<file path="src/rtl/adder_pkg.sv">
// Shared types and elaboration-time helpers for the pipelined ripple-carry adder.
package adder_pkg;

  typedef enum logic {
    OP_ADD = 1'b0,
    OP_SUB = 1'b1
  } addsub_op_t;

  function automatic int unsigned slice_w(input int unsigned width, input int unsigned stages);
    return (stages == 0) ? width : width / stages;
  endfunction

  // Legal when the carry chain splits into equal, non-empty slices.
  function automatic bit params_ok(input int unsigned width, input int unsigned stages);
    return (stages >= 1) && (stages <= width) && ((width % stages) == 0);
  endfunction

endpackage

</file>
<file path="src/rtl/adder_slice.sv">
// Combinational SLICE-bit ripple-carry adder; also exposes the carry into its top bit.
module adder_slice #(
  parameter int unsigned SLICE = 8
) (
  input  logic [SLICE-1:0] a,
  input  logic [SLICE-1:0] b,
  input  logic             ci,
  output logic [SLICE-1:0] s,
  output logic             co,
  output logic             c_msb
);

  logic carry;

  always_comb begin
    carry = ci;
    c_msb = ci;
    s     = '0;
    for (int unsigned i = 0; i < SLICE; i++) begin
      if (i == SLICE - 1) c_msb = carry;
      s[i]  = a[i] ^ b[i] ^ carry;
      carry = (a[i] & b[i]) | (carry & (a[i] ^ b[i]));
    end
    co = carry;
  end

endmodule

</file>
<file path="src/rtl/pipe_rca_adder.sv">
// Pipelined ripple-carry adder/subtractor: one carry slice per stage, skewed operands,
// de-skewed result, valid/ready handshake with a global stall.
module pipe_rca_adder
  import adder_pkg::*;
#(
  parameter int unsigned WIDTH  = 32,
  parameter int unsigned STAGES = 4
) (
  input  logic             clk,
  input  logic             rst,
  input  logic             in_valid,
  output logic             in_ready,
  input  logic [WIDTH-1:0] a,
  input  logic [WIDTH-1:0] b,
  input  logic             cin,
  input  logic             sub,
  output logic             out_valid,
  input  logic             out_ready,
  output logic [WIDTH-1:0] sum,
  output logic             cout,
  output logic             ovf
);

  localparam int unsigned SliceW = slice_w(WIDTH, STAGES);

  if (!params_ok(WIDTH, STAGES)) begin : g_bad_params
    $error("pipe_rca_adder: WIDTH must be a multiple of STAGES and 1 <= STAGES <= WIDTH");
  end

  logic             stall;
  logic             advance;
  logic [WIDTH-1:0] b_eff;
  logic             c0;
  logic             cmsb_d, cmsb_q;

  always_comb begin
    stall    = out_valid && !out_ready;
    advance  = !stall;
    in_ready = !stall && !rst;
    b_eff    = sub ? ~b : b;
    c0       = sub | cin;
  end

  for (genvar k = 0; k < STAGES; k++) begin : g_stage
    // Result bits accumulated so far: slices 0..k.
    localparam int unsigned SumW = (k + 1) * SliceW;

    logic [SliceW-1:0] op_a, op_b, s;
    logic              ci, co, cm;
    logic              vld_in, vld_d, vld_q;
    logic              cry_d, cry_q;
    logic [SumW-1:0]   sum_in, sum_d, sum_q;

    if (k == 0) begin : g_head
      assign op_a   = a[SliceW-1:0];
      assign op_b   = b_eff[SliceW-1:0];
      assign ci     = c0;
      assign vld_in = in_valid;
      assign sum_in = s;
    end else begin : g_body
      assign op_a   = g_stage[k-1].g_skew.opa_q[SliceW-1:0];
      assign op_b   = g_stage[k-1].g_skew.opb_q[SliceW-1:0];
      assign ci     = g_stage[k-1].cry_q;
      assign vld_in = g_stage[k-1].vld_q;
      assign sum_in = {s, g_stage[k-1].sum_q};
    end

    adder_slice #(
      .SLICE(SliceW)
    ) u_slice (
      .a    (op_a),
      .b    (op_b),
      .ci   (ci),
      .s    (s),
      .co   (co),
      .c_msb(cm)
    );

    always_comb begin
      vld_d = vld_q;
      cry_d = cry_q;
      sum_d = sum_q;
      if (advance) begin
        vld_d = vld_in;
        cry_d = co;
        sum_d = sum_in;
      end
    end

    always_ff @(posedge clk or posedge rst) begin
      if (rst) begin
        vld_q <= 1'b0;
        cry_q <= 1'b0;
        sum_q <= '0;
      end else begin
        vld_q <= vld_d;
        cry_q <= cry_d;
        sum_q <= sum_d;
      end
    end

    // Operand slices not yet consumed travel alongside the partial result.
    if (k < STAGES - 1) begin : g_skew
      localparam int unsigned OpW = WIDTH - SumW;

      logic [OpW-1:0] opa_in, opb_in, opa_d, opb_d, opa_q, opb_q;
      logic           unused_cm;

      assign unused_cm = cm;

      if (k == 0) begin : g_src
        assign opa_in = a[WIDTH-1:SliceW];
        assign opb_in = b_eff[WIDTH-1:SliceW];
      end else begin : g_src
        assign opa_in = g_stage[k-1].g_skew.opa_q[WIDTH-SumW+SliceW-1:SliceW];
        assign opb_in = g_stage[k-1].g_skew.opb_q[WIDTH-SumW+SliceW-1:SliceW];
      end

      always_comb begin
        opa_d = opa_q;
        opb_d = opb_q;
        if (advance) begin
          opa_d = opa_in;
          opb_d = opb_in;
        end
      end

      always_ff @(posedge clk or posedge rst) begin
        if (rst) begin
          opa_q <= '0;
          opb_q <= '0;
        end else begin
          opa_q <= opa_d;
          opb_q <= opb_d;
        end
      end
    end
  end

  always_comb begin
    cmsb_d = cmsb_q;
    if (advance) cmsb_d = g_stage[STAGES-1].cm;
  end

  always_ff @(posedge clk or posedge rst) begin
    if (rst) begin
      cmsb_q <= 1'b0;
    end else begin
      cmsb_q <= cmsb_d;
    end
  end

  assign out_valid = g_stage[STAGES-1].vld_q;
  assign sum       = g_stage[STAGES-1].sum_q;
  assign cout      = g_stage[STAGES-1].cry_q;
  assign ovf       = g_stage[STAGES-1].cry_q ^ cmsb_q;

endmodule
</file>
<file path="config.mk">
export PLATFORM = sky130hd
export DESIGN_NAME = pipe_rca_adder
export DESIGN_NICKNAME = d
export VERILOG_FILES = /design/src/rtl/adder_pkg.sv /design/src/rtl/adder_slice.sv /design/src/rtl/pipe_rca_adder.sv
export SDC_FILE = /design/constraint.sdc
export NUM_CORES = 1
export LEC_CHECK = 0
export ABC_AREA = 1
export BUFFER_PORTS_ARGS = -buffer_cell sky130_fd_sc_hd__buf_2
export CORE_MARGIN = 2
export CORE_UTILIZATION = 52
export DETAILED_ROUTE_END_ITERATION = 8
export PLACE_DENSITY_LB_ADDON = 0.12
export SETUP_SLACK_MARGIN = 0.05
export SYNTH_ARGS = -nofsm -noshare
export SYNTH_HDL_FRONTEND = slang
export SYNTH_SLANG_ARGS = --single-unit
</file>
<file path="constraint.sdc">
create_clock -name clk -period 4.8 [get_ports clk]
set_input_delay 0.24 -clock clk [delete_from_list [all_inputs] [get_ports clk]]
set_output_delay 0.24 -clock clk [all_outputs]
set_load 0.05 [all_outputs]
</file>
==> results.sh, run 1 <==
export IMPL_status="complete, no violations"
export IMPL_grt_pass1_vias=5119
export IMPL_synthTopCellsByArea="dfrtp_1 (58%), nand2_1 (18%), fa_1 (8.0%)"
export IMPL_crit_fanout=2
export IMPL_layout_min_cycle_time_ns=3.76
export IMPL_syn_nets=980
export IMPL_postLayoutSetupSlackWorst_ns=1.04
export IMPL_dr_first_iter_drc_count=342
export IMPL_synth_seq_cells=185
export IMPL_start_util_pct=53.0
export IMPL_yosys_area_share_simple_pct=19.1
export IMPL_place_ws_ns=0.695
export IMPL_ys_top_cells_by_count="nand2_1 (381), dfrtp_1 (185), o21ai_0 (103)"
export IMPL_maxSlewHeadroom_pct=31.7
export IMPL_min_path_type="input port to flop"
export IMPL_firstDrtPassIters=5
export IMPL_syn_inst=878
export IMPL_synth_cell_types=16
export IMPL_ant_nets=0
export IMPL_via_count=5473
export IMPL_cts_root_buf="clkbuf_16"
export IMPL_fin_crit_sh_pct=78.2
export IMPL_dp_hpwl_mm=9.73
export IMPL_synthAdderAreaFrac_pct=7.98
export IMPL_setup_viol=0
export IMPL_vias_per_cell=4.69
export IMPL_synth_most_common_cell="nand2_1"
export IMPL_maxCapViolations=0
export IMPL_insertion_delay_ns=0.43
export IMPL_grt_max_degree=186
export IMPL_die_area_um2=16400
export IMPL_finalWirelength_mm=14.7
export IMPL_start_kind="flop"
export IMPL_layout_nets=1067
export IMPL_synth_compound_area_share_pct=6.61
export IMPL_grt_use_total_pct=19.7
export IMPL_slew_viol_final=0
export IMPL_rows=45
export IMPL_antenna_found_initial=0
export IMPL_avgSynthCellArea_um2=9.14
export IMPL_tightest_slew_ns=1.02
export IMPL_synthArstFlopShare_pct=100
export IMPL_synth_xor_area_share_pct=0.982
export IMPL_die_x_um=128
export IMPL_cp_arrival_ns=4.10
export IMPL_powerDensity_nw_per_um2=677
export IMPL_post_cts_buffers=0
export IMPL_ys_warn_count=0
export IMPL_synth_edf_count=0
export IMPL_ios=106
export IMPL_grt_pass1_wl_mm=25.2
export IMPL_drive_gt1_share_pct=14.9
export IMPL_wl_per_cell_um=12.6
export IMPL_cp_end_kind="flop"
export IMPL_cts_buffers_inserted=17
export IMPL_crit_required_ns=5.14
export IMPL_synth_top_family_by_area="simple AND/OR/NAND/NOR gates"
export IMPL_htreeDepth=4
export IMPL_power_leakage_nw=4.93
export IMPL_seq_area_frac_synth_pct=57.7
export IMPL_place_congestion=0.742
export IMPL_coreArea_um2=15100
export IMPL_chipHeight_um=128
export IMPL_cts_resized=0
export IMPL_drc=0
export IMPL_grt_ovfl_total=0
export IMPL_syn_to_final_growth_pct=15.1
export IMPL_cts_sinks=185
export IMPL_synth_ff_type="dfrtp_1"
export IMPL_worstSetupPathType="flop to flop"
export IMPL_yosysTopAreaCell="dfrtp_1"
export IMPL_cts_tree="done"
export IMPL_portBuffers=105
export IMPL_max_freq_ghz=0.266
export IMPL_report_final_hold_viol_count=0
export IMPL_rsz0062_at_grt="false"
export IMPL_syn_area_um2=8030
export IMPL_vdd_ir_drop_max_mv=0.431
export IMPL_setup_tns_ns=0
export IMPL_skew_ns=0.00677
export IMPL_clk_path_buf_depth=2
export IMPL_diodes=0
export IMPL_clkTransAtPathRegs_ns=0.06
export IMPL_synth_top_cell_area_share_pct=57.7
export IMPL_synthMuxAreaShare_pct=0
flip-flops by register name, indices dropped and copies added (netlist names):
signal	count
g_stage.sum_q	48
sum	32
cout	1
g_stage.g_skew.opb_q	48
g_stage.cry_q	3
cmsb_q	1
g_stage.vld_q	3
g_stage.g_skew.opa_q	48
out_valid	1
report_power, final:
part           internal, mW  leakage, nW  switching, mW
registers              2.24         2.24          0.359
clock network         0.807        0.293          0.574
logic                 0.703         2.39           1.57
total                  3.75         4.93           2.50
final cells by class:
class	instances	area, µm²
clock buffer	21	470
fill	1321	5910
clock inverter	11	119
multi-input combinational	548	2790
inverter	100	379
sequential	185	4630
tap	188	235
timing repair buffer	113	616
critical path, stage by stage (launching register included):
cell and delay, ns:
dfrtp_1 0.40, fa_1 0.41, inv_1 0.07, fa_1 0.15, inv_1 0.05, fa_1 0.37
fa_1 0.40, fa_1 0.39, fa_1 0.39, fa_1 0.37, inv_1 0.07, fa_1 0.41
o21ai_0 0.18
cell usage in the layout (no fill, tap or decap):
cell type and n:
clkinvlp_4 2, clkinv_2 5, o21ai_1 3, nand3_1 16, bufinv_16 2, nor2_4 1, buf_4 4, dlygate4sd3_1 2
nand2_4 1, xor2_1 3, clkbuf_8 3, inv_2 1, buf_12 2, inv_6 1, clkbuf_16 17, nor2_1 2
inv_1 98, buf_2 105, clkbuf_1 1, xnor2_1 6, dfrtp_1 185, nand2_1 381, clkinv_4 2, fa_1 32
o21ai_0 103
worst paths after layout:
| path | startpoint | endpoint | slack (ns) | cells after the start |
|---|---|---|---|---|
| worst max-delay path | g_stage[1].cry_q | g_stage[2].sum_q[23] | 1.04 | 12 |
| worst min-delay path | a[12] | g_stage[0].g_skew.opa_q[4] | 0.01 | 3 |
| worst max register to register | g_stage[1].cry_q | g_stage[2].sum_q[23] | 1.04 | 12 |
| worst min register to register | g_stage[2].vld_q | out_valid | 0.45 | 2 |
| max in group asynchronous | rst | g_stage[0].cry_q | 3.98 | 3 |
| min in group asynchronous | rst | g_stage[2].sum_q[3] | 0.03 | 3 |
stage by stage:
| step | instances | utilization (%) | hold slack [ns] | cell area, µm² | power, mW |
|---|---|---|---|---|---|
| final | 1166 | 61.0 | 0.0130 | 9240 | 6.25 |
| after global routing | 1166 | 61.0 | 0.00940 | 9240 | 6.77 |
| after CTS | 1166 | 61.0 | 0.00227 | 9240 | 6.32 |
| after detailed placement | 1132 | 57.0 | 0.435 | 8630 | 4.92 |
| after global placement | 1132 | 57.0 | 0.430 | 8630 | 4.85 |
| after floorplan | 878 | - | 0.357 | 8030 | 4.30 |
per-layer routing:
| metal | wire (µm) | part of all wire (%) | global-route usage [%] |
|---|---|---|---|
| met2 | 6120 | 42 | 26.6 |
| met5 | 0 | 0 | 0 |
| met3 | 545 | 3.7 | 4.34 |
| met1 | 7870 | 53 | 31.1 |
| met4 | 176 | 1.2 | 7.37 |
what timing repair did:
item,4_1_cts,5_1_grt
hold endpoints to repair,2,0
setup endpoints to repair,0,0
hold buffers,2,0
cell families (layout without fill, tap and decap cells):
kind of cell	count (synthesis)	after routing
xor gates and xnor gates	9	9
buffers and inverters	145	245
adders and majority gates	32	32
AOI/OAI and AO/OA	106	106
and+or+nand+nor	401	401
DFF	185	185
(Power assumes the default switching activity.)
==> inputs of run 2 (changes only) <==
--- a/config.mk
+++ b/config.mk
@@ -5,7 +5,7 @@
 export SDC_FILE = /design/constraint.sdc
 export NUM_CORES = 1
 export LEC_CHECK = 0
-export ABC_AREA = 1
+export ABC_AREA = 0
 export BUFFER_PORTS_ARGS = -buffer_cell sky130_fd_sc_hd__buf_2
 export CORE_MARGIN = 2
 export CORE_UTILIZATION = 52
==> constraint.sdc (replaced) <==
create_clock -name clk -period 3.3 [get_ports clk]
set_input_delay 0.165 -clock clk [delete_from_list [all_inputs] [get_ports clk]]
set_output_delay 0.165 -clock clk [all_outputs]
set_load 0.05 [all_outputs]
==> run 2 against run 1 <==
  * Synthesized cell count fell by 42%
  * Register-to-register slack got worse by 1.3 ns
  * Critical endpoint is now sum[31]
  * Maximum frequency rose by 5.0%
  * Area after synthesis fell by 0.41%
  * The flow now finishes with violations (negative setup slack)
  * Largest power group unchanged
  * Non-clock buffer count rose by 28
  * Highest routed layer unchanged
==> results.sh, run 2 <==
export IMPL_via_count=4326
export IMPL_synth_ff_type="dfrtp_1"
export IMPL_portBuffers=105
export IMPL_synth_cell_types=17
export IMPL_grt_use_total_pct=18.1
export IMPL_cp_arrival_ns=3.88
export IMPL_postLayoutSetupSlackWorst_ns=-0.276
export IMPL_dr_wl_met2_mm=6.79
export IMPL_dr_first_iter_drc_count=215
export IMPL_crit_fanout=2
export IMPL_crit_required_ns=3.61
export IMPL_reg_top3="g_stage.g_skew.opa_q: 48 flops, g_stage.g_skew.opb_q: 48 flops, g_stage.sum_q: 48 flops"
export IMPL_cp_end_kind="flop"
export IMPL_cts_tree="done"
export IMPL_vias_per_cell=5.11
export IMPL_syn_inst=511
export IMPL_final_cells=846
export IMPL_powerDensity_nw_per_um2=987
export IMPL_tightest_slew_ns=0.920
export IMPL_die_x_um=128
export IMPL_skew_ns=0.00632
export IMPL_layout_min_cycle_time_ns=3.58
export IMPL_failed_checks="negative setup slack"
export IMPL_start_util_pct=53.0
export IMPL_cts_sinks=185
export IMPL_wl_per_cell_um=15.8
export IMPL_synth_top_cell_area_share_pct=57.9
export IMPL_firstDrtPassIters=4
export IMPL_clkTransAtPathRegs_ns=0.06
export IMPL_grt_max_degree=75
export IMPL_diodes=0
export IMPL_max_freq_ghz=0.280
export IMPL_maxSlewHeadroom_pct=38.6
export IMPL_met1_length_mm=5.94
export IMPL_ios=106
export IMPL_dp_hpwl_mm=8.62
export IMPL_rsz0062_at_grt="true"
export IMPL_chipHeight_um=128
export IMPL_synthTopCellsByArea="dfrtp_1 (58%), mux2_1 (13%), mux2_2 (11%)"
export IMPL_seq_area_frac_synth_pct=57.9
export IMPL_ys_warn_count=0
export IMPL_layout_nets=747
export IMPL_htreeDepth=4
export IMPL_grt_ovfl_total=0
export IMPL_cts_root_buf="clkbuf_16"
export IMPL_insertion_delay_ns=0.42
export IMPL_synth_most_common_cell="dfrtp_1"
export IMPL_r2r_start="g_stage[2].cry_q"
export IMPL_syn_to_final_growth_pct=20.8
export IMPL_syn_area_um2=7990
export IMPL_place_congestion=0.730
export IMPL_rows=45
export IMPL_vdd_ir_drop_max_mv=0.512
export IMPL_worstHoldStart="b[15]"
export IMPL_post_cts_buffers=0
export IMPL_hold_ws_ns=0.0393
export IMPL_min_path_type="input port to flop"
export IMPL_grt_pass1_wl_mm=22.8
export IMPL_drive_gt1_share_pct=41.9
export IMPL_dp_cells=788
export IMPL_ant_nets=0
export IMPL_finalWirelength_mm=13.3
export IMPL_clk_path_buf_depth=2
export IMPL_total_power_mw=9.53
export IMPL_final_common_cell="dfrtp_1"
export IMPL_die_area_um2=16400
export IMPL_start_kind="flop"
export IMPL_maxCapViolations=0
export IMPL_antenna_found_initial=0
export IMPL_status="finished with violations"
export IMPL_synth_edf_count=0
export IMPL_avgSynthCellArea_um2=15.6
export IMPL_synth_seq_cells=185
export IMPL_wl_met3_um=444
export IMPL_worstSetupStartpoint="g_stage[2].cry_q"
export IMPL_setup_tns_ns=-0.909
export IMPL_drc=0
export IMPL_yosysTopAreaCell="dfrtp_1"
export IMPL_final_cell_mix="dfrtp_1 (185), buf_2 (104), mux2_1 (86)"
export IMPL_fin_crit_sh_pct=108
export IMPL_setup_viol=5
export IMPL_top_layer="met4"
export IMPL_syn_nets=613
export IMPL_power_leakage_nw=4.25
export IMPL_worstSetupPathType="flop to flop"
export IMPL_report_final_hold_viol_count=0
export IMPL_grt_pass1_vias=4715
export IMPL_synthArstFlopShare_pct=100
export IMPL_ys_top_cells_by_count="dfrtp_1 (185), mux2_1 (89), mux2_2 (79)"
export IMPL_slew_viol_final=0
export IMPL_coreArea_um2=15100
export IMPL_cts_buffers_inserted=17
==> run 2: cell count changes after synthesis, moves of 9 or more <==
cell | previous run | this run
inv_1 | 99 | 32
mux2_1 | 0 | 89
buf_2 | 24 | 9
xor2_1 | 3 | 25
buf_6 | 0 | 9
nand2_1 | 381 | 0
clkbuf_1 | 11 | 2
mux2_2 | 0 | 79
nand3_1 | 16 | 0
o21ai_0 | 103 | 0
nor3b_1 | 0 | 14
a21oi_1 | 0 | 14
==> run 2: routing by layer <==
metal | vias to the layer above | GRT usage [%]
li1 | 1987 | -
met1 | 2258 | 23.2
met2 | 70 | 30.1
met3 | 11 | 5.05
met4 | 0 | 5.82
met5 | - | 0
==> run 2: area by class of cell <==
cell class / count / area, µm²
Clock inverter: 8 / 108
Sequential cell: 185 / 4630
Clock buffer: 24 / 512
Tap cell: 188 / 235
Fill cell: 1143 / 5430
Timing Repair Buffer: 141 / 888
Multi-Input combinational cell: 268 / 3160
Inverter: 32 / 124
==> run 2: path summary, 6_finish.rpt <==
check                                              endpoint  slack (ns)  depth (start not counted)
max in group asynchronous                           sum[12]        2.17                          4
worst max-delay path                                sum[31]       -0.28                         13
min in group asynchronous       g_stage[1].g_skew.opa_q[14]        0.35                          3
worst min-delay path             g_stage[0].g_skew.opb_q[7]        0.04                          3
worst max register to register                      sum[31]       -0.28                         13
worst min register to register                    out_valid        0.48                          1
==> run 2: kinds of logic (layout without fill, tap and decap cells) <==
family / Yosys count / count (layout) / synth area share (%)
xor gates and xnor gates: 33 / 33 / 3.62
and+or+nand+nor: 19 / 19 / 1.67
AOI/OAI and AO/OA: 14 / 14 / 0.877
buffers and inverters: 58 / 205 / 3.99
muxes: 170 / 170 / 23.9
adders and majority gates: 32 / 32 / 8.01
DFF: 185 / 185 / 57.9
==> run 2: critical path: stages, from the launching register on <==
cell and delay [ns]:
dfrtp_1 0.40, fa_2 0.39, inv_2 0.06, fa_2 0.18
inv_2 0.04, fa_2 0.33, fa_2 0.34, fa_2 0.36
fa_2 0.35, inv_2 0.06, fa_2 0.18, inv_2 0.05
fa_2 0.44, mux2_4 0.27
==> run 2: through the flow <==
stage	instance area, µm²	worst slack, ns	util (%)
2_1_floorplan	8090	-0.507	-
6_report	9660	-0.276	64.0
5_1_grt	9660	-0.374	64.0
3_3_place_gp	8740	-0.490	57.9
4_1_cts	9650	-0.324	63.9
3_5_place_dp	8740	-0.531	57.9
==> run 2: what timing repair did <==
item                       CTS  global route
pin swaps                    9             7
hold buffers                26             0
setup endpoints to repair    9            10
resized for setup           14             4
hold endpoints to repair    45             0
==> run 2: power breakdown <==
group / total, mW / internal (mW) / switching (mW)
Sequential: 3.87 / 3.30 / 0.571
Combinational: 3.58 / 1.61 / 1.97
Clock: 2.08 / 1.24 / 0.841
==> inputs of run 3 (changes only) <==
--- a/config.mk
+++ b/config.mk
@@ -10,6 +10,7 @@
 export CORE_MARGIN = 2
 export CORE_UTILIZATION = 52
 export DETAILED_ROUTE_END_ITERATION = 8
+export MAX_ROUTING_LAYER = met4
 export PLACE_DENSITY_LB_ADDON = 0.12
 export SETUP_SLACK_MARGIN = 0.05
 export SYNTH_ARGS = -nofsm -noshare
==> run 3 against run 2 <==
  * The flow still finishes with violations (negative setup slack)
  * Sequential power about the same
  * Critical endpoint unchanged
  * Global-route usage increased by 0.55 points
  * Total power is essentially flat
  * Die area stayed put
  * Critical path depth stayed put
  * Sequential share of layout area is the same
  * Hold slack better by 0.00085 ns
  * Routed wire length fell by 0.21%
  * Highest routed layer unchanged
  * First-iteration DRC count grew 0.47%
  * Count of clock-buffer cells in the layout is the same
==> results.sh, run 3 (synthesis gave the netlist of run 2 again) <==
export IMPL_status="finished with violations"
export IMPL_failed_checks="negative setup slack"
export IMPL_cts_root_buf="clkbuf_16"
export IMPL_postLayoutSetupSlackWorst_ns=-0.277
export IMPL_grt_use_total_pct=18.7
export IMPL_final_area_um2=9660
export IMPL_p_sw_mw=3.37
export IMPL_p_sw_share_pct=35.4
export IMPL_powerDensity_nw_per_um2=986
export IMPL_fin_crit_sh_pct=108
export IMPL_hold_ws_ns=0.0402
export IMPL_timing_critical_path_to="sum[31]"
export IMPL_wl_per_cell_um=15.7
export IMPL_ant_nets=0
export IMPL_layout_min_cycle_time_ns=3.58
export IMPL_worstSetupStartpoint="g_stage[2].cry_q"
export IMPL_cp_arrival_ns=3.88
export IMPL_htreeDepth=4
export IMPL_grt_max_degree=75
export IMPL_worstReg2RegEnd="sum[31]"
export IMPL_diodes=0
export IMPL_seqPwrFrac_pct=40.6
export IMPL_vdd_ir_drop_max_mv=0.512
export IMPL_crit_fanout=2
export IMPL_die_x_um=128
export IMPL_antenna_found_initial=0
export IMPL_clockPowerShare_pct=21.8
export IMPL_reg_top3="g_stage.g_skew.opa_q: 48 flops, g_stage.g_skew.opb_q: 48 flops, g_stage.sum_q: 48 flops"
export IMPL_critPathSlowestCell="fa_2"
export IMPL_maxSlewHeadroom_pct=38.9
export IMPL_final_common_cell="dfrtp_1"
export IMPL_power_internal_mw=6.15
export IMPL_post_cts_buffers=0
export IMPL_power_leakage_nw=4.25
export IMPL_portBuffers=105
export IMPL_rsz0062_at_grt="true"
export IMPL_crit_required_ns=3.60
export IMPL_reg2reg_slack_ns=-0.28
export IMPL_clkTransAtPathRegs_ns=0.06
export IMPL_r2r_start="g_stage[2].cry_q"
export IMPL_tightest_slew_ns=0.916
export IMPL_grt_ovfl_total=0
export IMPL_chipHeight_um=128
export IMPL_place_ws_ns=-0.531
export IMPL_via_count=4326
export IMPL_start_kind="flop"
export IMPL_finalWirelength_mm=13.3
export IMPL_start_util_pct=53.0
export IMPL_drc=0
export IMPL_clk_path_buf_depth=2
export IMPL_cp_end_kind="flop"
export IMPL_layout_nets=747
export IMPL_drive_gt1_share_pct=41.9
export IMPL_p_comb_share_pct=37.5
export IMPL_cts_tree="done"
export IMPL_dpl_instance_area_um2=8740
export IMPL_final_cell_mix="dfrtp_1 (185), buf_2 (104), mux2_1 (86)"
export IMPL_place_congestion=0.739
export IMPL_grt_pass1_wl_mm=22.7
export IMPL_dp_hpwl_mm=8.62
export IMPL_coreArea_um2=15100
export IMPL_setup_viol=5
export IMPL_firstDrtPassIters=4
export IMPL_skew_ns=0.00662
export IMPL_syn_to_final_growth_pct=20.8
export IMPL_cts_sinks=185
export IMPL_cp_cell_sequence="fa_2, inv_2, fa_2, inv_2, fa_2, fa_2, fa_2, fa_2, inv_2, fa_2, inv_2, fa_2, mux2_4"
export IMPL_maxCapViolations=0
export IMPL_critPathMaxStageDelay_ns=0.44
export IMPL_cts_buffers_inserted=17
export IMPL_die_area_um2=16400
export IMPL_min_path_type="input port to flop"
export IMPL_worst_r2r_path_depth=13
export IMPL_slew_viol_final=0
export IMPL_dr_first_iter_drc_count=216
export IMPL_ios=106
export IMPL_report_final_hold_viol_count=0
export IMPL_worstSetupPathType="flop to flop"
export IMPL_cp_common_cell="fa_2"
export IMPL_rows=45
export IMPL_insertion_delay_ns=0.42
export IMPL_vias_per_cell=5.11
export IMPL_max_freq_ghz=0.280
export IMPL_grt_pass1_vias=4733
==> run 3: cell counts in the layout (fill, tap and decap cells not counted) <==
No cell type changed its count.
==> run 3: final cells by class <==
| cell class | count | area [µm²] |
|---|---|---|
| multi-input combinational | 268 | 3160 |
| inverter | 32 | 124 |
| tap | 188 | 235 |
| fill | 1143 | 5430 |
| timing repair buffer | 141 | 888 |
| clock inverter | 8 | 108 |
| clock buffer | 24 | 512 |
| sequential | 185 | 4630 |
==> run 3: worst min-delay path by stage <==
stage / startpoint / end / slack (ns) / cells past startpoint
after CTS: b[9] / g_stage[0].g_skew.opb_q[1] / 0.02 / 3
after global routing: b[15] / g_stage[0].g_skew.opb_q[7] / 0.04 / 3
after floorplan: a[8] / g_stage[0].g_skew.opa_q[0] / 0.30 / 1
after detailed placement: rst / g_stage[1].g_skew.opa_q[14] / 0.25 / 2
final: b[15] / g_stage[0].g_skew.opb_q[7] / 0.04 / 3
after global placement: rst / g_stage[1].g_skew.opa_q[14] / 0.24 / 2
==> run 3: metal layers <==
layer  up-vias  wire [µm]  track usage (%)
met1      2262       5940             23.3
met3        12        421             4.92
met2        67       6800             30.1
li1       1985          -                -
met4         0        149             5.82
met5         -          0                -
==> run 3: power by group through the flow <==
stage                     Combinational (mW)  Clock, mW  Sequential [mW]
final                                   3.57       2.08             3.87
after floorplan                         2.05          0             4.51
after global routing                    3.97       2.24             4.02
after global placement                  3.41          0             3.86
after detailed placement                3.50          0             3.92
after CTS                               3.63       2.14             3.89
==> run 3: metrics by stage <==
step / total power, mW / util (%) / instances / TNS, ns
5_1_grt: 10.2 / 64.0 / 846 / -1.73
3_3_place_gp: 7.26 / 57.9 / 788 / -1.79
6_report: 9.52 / 64.0 / 846 / -0.912
4_1_cts: 9.65 / 63.9 / 846 / -1.12
3_5_place_dp: 7.42 / 57.9 / 788 / -2.03
2_1_floorplan: 6.56 / - / 511 / -1.13
==> run 3: worst max-delay path, delay by kind of cell (launching register included) <==
kind,cells,cell delay [ns]
adder cells (fa/ha/maj),8,2.57
flip-flops,1,0.40
buffers and inverters,4,0.21
multiplexers,1,0.27
==> run 3: timing repair <==
| action | in CTS | in global routing |
|---|---|---|
| hold endpoints to repair | 45 | 0 |
| endpoints found under the setup margin | 9 | 10 |
| cloned | 0 | 0 |
| hold buffers | 26 | 0 |
| pin swaps | 9 | 7 |
| resized for setup | 14 | 4 |
